[config.mk]
export PLATFORM = sky130hd
export DESIGN_NAME = i2c_master_arbiter
export DESIGN_NICKNAME = d
export VERILOG_FILES = /design/src/rtl/i2c_master_arbiter.sv
export SDC_FILE = /design/constraint.sdc
export NUM_CORES = 1
export LEC_CHECK = 0
export BUFFER_PORTS_ARGS = -buffer_cell sky130_fd_sc_hd__buf_2
export CORE_ASPECT_RATIO = 1.2
export CORE_UTILIZATION = 40
export CTS_CLUSTER_DIAMETER = 150
export DETAILED_ROUTE_END_ITERATION = 7
export HOLD_SLACK_MARGIN = 0.15
export PLACE_DENSITY = 0.72
export SETUP_SLACK_MARGIN = 0.02
export SLEW_MARGIN = 20
export SYNTH_ARGS = -nofsm -noshare
export SYNTH_HDL_FRONTEND = slang
export SYNTH_SLANG_ARGS = --single-unit
[constraint.sdc]
create_clock -name clk -period 1.6 [get_ports clk]
set_input_delay 0.08 -clock clk [delete_from_list [all_inputs] [get_ports clk]]
set_output_delay 0.08 -clock clk [all_outputs]
set_load 0.01 [all_outputs]
[src/rtl/i2c_master_arbiter.sv]
// i2c_master_arbiter
//   Shares one I2C master engine among NUM_REQ requesters. Each request is
//   served in turn, starting from the requester after the one served last.
//   The selected transaction payload is latched onto the m_* outputs. The
//   block then pulses m_start and waits for m_done or a timeout. It returns
//   read data and done/err to the granted requester, then holds the bus idle
//   for GAP_CYCLES before it arbitrates again.
//
// Ports
//   clk, rst_n          system clock, asynchronous active-low reset
//   req                 per-requester request level
//   req_rw              per-requester direction (1 = read, 0 = write)
//   req_slave_addr      packed 7-bit slave addresses, requester i at [7i+6:7i]
//   req_pointer         packed 7-bit register pointers, same packing
//   req_wdata           packed write bytes, requester i at [8i+7:8i]
//   grant               one-hot grant, held for the whole transaction
//   done                one-cycle completion pulse to the granted requester
//   rdata               read byte (00 for writes, FF on timeout), held to next done
//   err                 one-cycle timeout flag, coincident with done
//   busy                high from grant until the end of the idle gap
//   m_start             one-cycle start pulse to the I2C master
//   m_rw, m_slave_addr,
//   m_pointer, m_wdata  transaction payload to the master, latched at grant
//   m_done              master completion pulse
//   m_data_read         master read byte, valid with m_done
//
// GAP_CYCLES must be at least 1.

module i2c_master_arbiter #(
    parameter int NUM_REQ        = 4,
    parameter int TIMEOUT_CYCLES = 4096,
    parameter int GAP_CYCLES     = 4
) (
    input  logic                 clk,
    input  logic                 rst_n,
    input  logic [NUM_REQ-1:0]   req,
    input  logic [NUM_REQ-1:0]   req_rw,
    input  logic [7*NUM_REQ-1:0] req_slave_addr,
    input  logic [7*NUM_REQ-1:0] req_pointer,
    input  logic [8*NUM_REQ-1:0] req_wdata,
    output logic [NUM_REQ-1:0]   grant,
    output logic [NUM_REQ-1:0]   done,
    output logic [7:0]           rdata,
    output logic                 err,
    output logic                 busy,
    output logic                 m_start,
    output logic                 m_rw,
    output logic [6:0]           m_slave_addr,
    output logic [6:0]           m_pointer,
    output logic [7:0]           m_wdata,
    input  logic                 m_done,
    input  logic [7:0]           m_data_read
);

    localparam int IDX_W  = $clog2(NUM_REQ);
    localparam int TCNT_W = $clog2(TIMEOUT_CYCLES + 1);
    localparam int GCNT_W = $clog2(GAP_CYCLES + 1);

    localparam logic [NUM_REQ-1:0] ONE_HOT_LSB = NUM_REQ'(1);
    localparam logic [IDX_W:0]     NUM_REQ_W   = (IDX_W + 1)'(NUM_REQ);

    typedef enum logic [2:0] {
        IDLE,
        GRANT,
        WAIT_DONE,
        RESP,
        GAP
    } state_t;

    state_t            state;
    logic [IDX_W-1:0]  rr_ptr;
    logic [IDX_W-1:0]  idx;
    logic [TCNT_W-1:0] t_cnt;
    logic [GCNT_W-1:0] g_cnt;

    logic              pick_valid;
    logic [IDX_W-1:0]  pick_idx;
    logic [IDX_W:0]    cand;

    // Round-robin pick: scan requesters rr_ptr, rr_ptr+1, ... wrapping at
    // NUM_REQ, and take the first one that is requesting.
    // NOTE: every combinational output gets a default before the loop so no
    // path leaves it unassigned, which would infer a latch.
    always_comb begin
        pick_valid = 1'b0;
        pick_idx   = rr_ptr;
        cand       = '0;
        for (int k = 0; k < NUM_REQ; k++) begin
            cand = {1'b0, rr_ptr} + (IDX_W + 1)'(k);
            if (cand >= NUM_REQ_W) begin
                cand = cand - NUM_REQ_W;
            end
            if (!pick_valid && req[cand[IDX_W-1:0]]) begin
                pick_valid = 1'b1;
                pick_idx   = cand[IDX_W-1:0];
            end
        end
    end

    // NOTE: all state and registered outputs use non-blocking assignments so
    // every register samples pre-edge values regardless of statement order.
    always_ff @(posedge clk or negedge rst_n) begin
        if (!rst_n) begin
            state        <= IDLE;
            rr_ptr       <= '0;
            idx          <= '0;
            t_cnt        <= '0;
            g_cnt        <= '0;
            grant        <= '0;
            done         <= '0;
            rdata        <= 8'h00;
            err          <= 1'b0;
            busy         <= 1'b0;
            m_start      <= 1'b0;
            m_rw         <= 1'b0;
            m_slave_addr <= '0;
            m_pointer    <= '0;
            m_wdata      <= '0;
        end else begin
            // Pulse outputs are high for one cycle only, unless a state sets them.
            m_start <= 1'b0;
            done    <= '0;
            err     <= 1'b0;

            case (state)
                IDLE: begin
                    if (pick_valid) begin
                        grant        <= ONE_HOT_LSB << pick_idx;
                        idx          <= pick_idx;
                        m_rw         <= req_rw[pick_idx];
                        m_slave_addr <= req_slave_addr[7*pick_idx +: 7];
                        m_pointer    <= req_pointer[7*pick_idx +: 7];
                        m_wdata      <= req_wdata[8*pick_idx +: 8];
                        busy         <= 1'b1;
                        state        <= GRANT;
                    end
                end

                GRANT: begin
                    m_start <= 1'b1;
                    t_cnt   <= '0;
                    state   <= WAIT_DONE;
                end

                // t_cnt is 0 in the m_start cycle. The abort fires once it
                // has counted TIMEOUT_CYCLES cycles, so done/err arrive
                // TIMEOUT_CYCLES+1 cycles after m_start. A late m_done in
                // that final cycle still wins.
                WAIT_DONE: begin
                    if (m_done) begin
                        rdata <= m_rw ? m_data_read : 8'h00;
                        done  <= ONE_HOT_LSB << idx;
                        state <= RESP;
                    end else if (t_cnt == TCNT_W'(TIMEOUT_CYCLES)) begin
                        rdata <= 8'hFF;
                        err   <= 1'b1;
                        done  <= ONE_HOT_LSB << idx;
                        state <= RESP;
                    end else begin
                        t_cnt <= t_cnt + 1'b1;
                    end
                end

                // done/err were raised on entry and clear here by default.
                RESP: begin
                    rr_ptr <= (idx == IDX_W'(NUM_REQ - 1)) ? '0 : idx + 1'b1;
                    grant  <= '0;
                    g_cnt  <= '0;
                    state  <= GAP;
                end

                GAP: begin
                    if (g_cnt == GCNT_W'(GAP_CYCLES - 1)) begin
                        busy  <= 1'b0;
                        state <= IDLE;
                    end else begin
                        g_cnt <= g_cnt + 1'b1;
                    end
                end

                default: state <= IDLE;
            endcase
        end
    end

endmodule

==> metrics.csv <==
stage,metric,value,unit
logic_synthesis,Post-synth top cells,"dfrtp_1 (65), nand2_1 (55), nor2_1 (31), mux2i_1 (30), a21oi_1 (28)",
placed_design,Post-DP Area,5080,um2
drt,Remaining DRCs,0,
logic_synthesis,Most used DFF post-synth,dfrtp_1,
die,Die X,91.8,um
sta,setup slack after layout,-0.245,ns
power_and_ir_drop,Max IR drop VDD,0.837,mV
global_routing,vias in the first global route,4410,
setup_path,crit path max fanout,8,
layout,Area Growth Syn to Fin,78.9,%
layout,post-layout net count,803,
sta,Fmax achieved,542,MHz
sta,"Hold Vio Cnt, Final",0,
logic_synthesis,cell accounting for the most synthesized area,dfrtp_1,
global_routing,met1 usage,30.4,%
setup_path,Worst path max stage delay,0.42,ns
clock_network,clk slew on worst S/H paths,0.06,ns
sta,slew margin rel.,53.3,%
drt,Vias/cell,5.40,
min_path,min-delay src,req_slave_addr[25],
setup_path,"slowest stage cell, crit path",dfrtp_2,
global_routing,"Remaining Overflow, GRT",0,
drt,Vias,4420,
setup_path,critical path capture point type,flop,
drt,final wirelength,14.8,mm
logic_synthesis,Yosys top cell area share,42.0,%
logic_synthesis,Seq cells post-synth,65,
setup_path,register-to-register setup slack,-0.25,ns
power_and_ir_drop,P_leak,0.00320,uW
setup_path,WS Path Type,flop to flop,
clock_network,Max H-tree Level,3,
logic_synthesis,"Avg Cell Area, Syn",9.76,um2
global_routing,GRT Max-Usage Layer,met2,
global_routing,initial antenna violation count,2,
logic_synthesis,Synth area leaders,"dfrtp_1 (42%), mux2i_1 (7.8%), nand2_1 (5.3%), o221ai_2 (4.3%), a21oi_1 (3.6%)",
clock_network,TritonCTS buffer count,9,
global_routing,all-layer global routing usage,27.1,%
min_path,Worst Hold Depth,3,
setup_path,reg2reg start,rr_ptr[1],
logic_synthesis,Post-synth EDFFs,0,
logic_synthesis,Post-Syn Nets,512,
setup_path,CP Data Arrival Time,2.06,ns
sta,total negative slack,-5.07,ns
clock_network,CTS tree,done,
logic_synthesis,Post-Synthesis Cells,397,
drt,DRT antenna net count,0,
sta,final setup fails,40,
setup_path,CP Launch Type,flop,
logic_synthesis,Syn. warnings,0,
layout,Finished Cell Area,6930,um2
setup_path,CP cell instances,"buf_6, a2111o_1, nand2_4, clkbuf_16, mux2i_1, o221ai_2",
setup_path,Bufs and invs on worst path,2,
logic_synthesis,sequential area share after synthesis,42.0,%
sta,Final Skew,0.00836,ns
placed_design,pre-CTS WS,-0.239,ns
clock_network,maximum clock path buffer count,2,
die,I/O Pins,149,
logic_synthesis,synth unique cells,58,
power_and_ir_drop,pwr dens,1570,nW/um2
sta,RSZ-0062 raised after global routing,true,
sta,worst hold slack,0.157,ns
sta,minimum clock period,1.85,ns
die,Die Y,110,um
drt,DRT iter0 DRCs,214,
global_routing,largest net degree at the start of global routing,66,
setup_path,r2r endpoint,m_pointer[5],
drt,Wirelength per Cell,18.0,um
global_routing,first-pass GRT wire length,21.1,mm
setup_path,Reg2Reg Depth,6,
setup_path,CP Data Required Time,1.81,ns
logic_synthesis,fraction of registers with async set/reset,100,%
layout,ratio of cells with drive above 1 in the final layout,48.5,%
die,Die ar.,10100,um2
status,failing checks,setup timing,
min_path,Hold Crit Class,input port to flop,
run,max cap viols,0,
clock_network,Worst-Skew Late Latency,0.34,ns
drt,TritonRoute pass-1 iters,4,
logic_synthesis,Mapped Area,3870,um2
min_path,hold endpoint,m_slave_addr[4],
die,Rows,39,
sta,final worst-path cycle share,115,%
status,status,"finished, violations left",
sta,Worst Tran Pin Value,0.698,ns
logic_synthesis,most numerous cell in the Yosys netlist,dfrtp_1,
die,Initial Util,40.9,%
setup_path,Top delay family on crit path,compound AO/OA/AOI/OAI gates,
layout,fill cell count,671,
clock_network,clock root buffer master,clkbuf_16,
placed_design,IO Port Bufs,148,
die,core area,9470,um2
sta,"Slew Viols, Final",0,
placed_design,dpl hpwl,7.95,mm
global_routing,GR Util met2,47.9,%
global_routing,met3 global-route usage,6.09,%
placed_design,Routability Congestion,0.839,
clock_network,Clock Sink Count,65,
==> placed cells by master (no fill, tap or decap), types with 10 or more instances in the layout <==
cell / Yosys / final
a21oi_1: 28 / 18
buf_2: 8 / 148
buf_4: 5 / 49
buf_6: 3 / 10
clkbuf_16: 0 / 11
dfrtp_1: 65 / 61
dlygate4sd3_1: 0 / 85
mux2i_1: 30 / 14
mux2i_2: 0 / 10
nand2_1: 55 / 51
nand2b_1: 11 / 11
nand4_1: 10 / 10
nor2_1: 31 / 19
o221ai_2: 11 / 11
==> per-layer routing <==
| layer | wire (um) | share of wire [%] |
|---|---|---|
| met2 | 7890 | 53 |
| met5 | 0 | 0 |
| met1 | 5450 | 37 |
| met3 | 870 | 5.9 |
| met4 | 556 | 3.8 |
==> power breakdown <==
group          switching (uW)  internal (uW)
sequential                492           2260
clock                     761           1570
combinational            2870           2900
total                    4120           6720
==> sequential cells by signal, summed over array words and instances, names as in the netlist <==
signal / count
state: 3
grant: 4
m_pointer: 7
m_start: 1
idx: 2
g_cnt: 3
t_cnt: 13
done: 4
rdata: 8
rr_ptr: 2
err: 1
m_rw: 1
busy: 1
m_slave_addr: 7
m_wdata: 8
==> how the worst max path moves through the flow <==
stage               startpoint           end  slack (ns)  cells past startpoint
finish               rr_ptr[1]  m_pointer[5]       -0.25                      6
global route         rr_ptr[1]  m_pointer[5]       -0.30                      6
CTS                  rr_ptr[1]    m_wdata[4]       -0.15                      6
detailed placement   rr_ptr[1]    m_wdata[4]       -0.24                      6
global placement     rr_ptr[1]    m_wdata[7]       -0.16                      6
floorplan            rr_ptr[1]  m_pointer[3]       -0.04                      6
==> logic make-up after synthesis <==
| family | after synthesis | share of synthesized area [%] |
|---|---|---|
| AOI/OAI and AO/OA | 94 | 19.5 |
| and+or+nand+nor | 157 | 20.6 |
| xor gates and xnor gates | 10 | 2.26 |
| buffers and inverters | 32 | 5.01 |
| DFF | 65 | 42.0 |
| muxes | 31 | 8.04 |
| adders and majority gates | 8 | 2.58 |
==> cell type report <==
type / instances / area (um2) / share of cell area, %
Tap cell: 123 / 154 / 2.22
Sequential cell: 65 / 1630 / 23.5
Timing Repair Buffer: 301 / 2250 / 32.5
Antenna cell: 3 / 7.51 / 0.108
Inverter: 10 / 40.0 / 0.578
Clock buffer: 10 / 239 / 3.45
Multi-Input combinational cell: 301 / 2490 / 35.9
Clock inverter: 6 / 115 / 1.66
==> stage by stage <==
stage               util (%)  instances  total power [uW]
floorplan                  -        397              5520
global placement        53.6        697              7020
detailed placement      53.6        697              7180
CTS                     67.9        805              9850
global route            73.2        818             11400
finish                  73.2        819             10800
==> worst register-to-register path: cells and delay by family, from the launching register on <==
family	cells	cell delay [ns]
compound gates	2	0.52
flops	1	0.42
buf+inv	2	0.34
mux	1	0.27
simple gates	1	0.18
==> timing repair <==
| action | 4_1_cts | 5_1_grt |
|---|---|---|
| hold buffers | 85 | 0 |
| resized for setup | 22 | 92 |
| gates cloned | 2 | 3 |
| pin swaps | 8 | 27 |
| endpoints found under the setup margin | 48 | 55 |
| endpoints found under the hold margin | 97 | 0 |
| setup buffers | 5 | 11 |
Power figures use the tool's default switching activity.
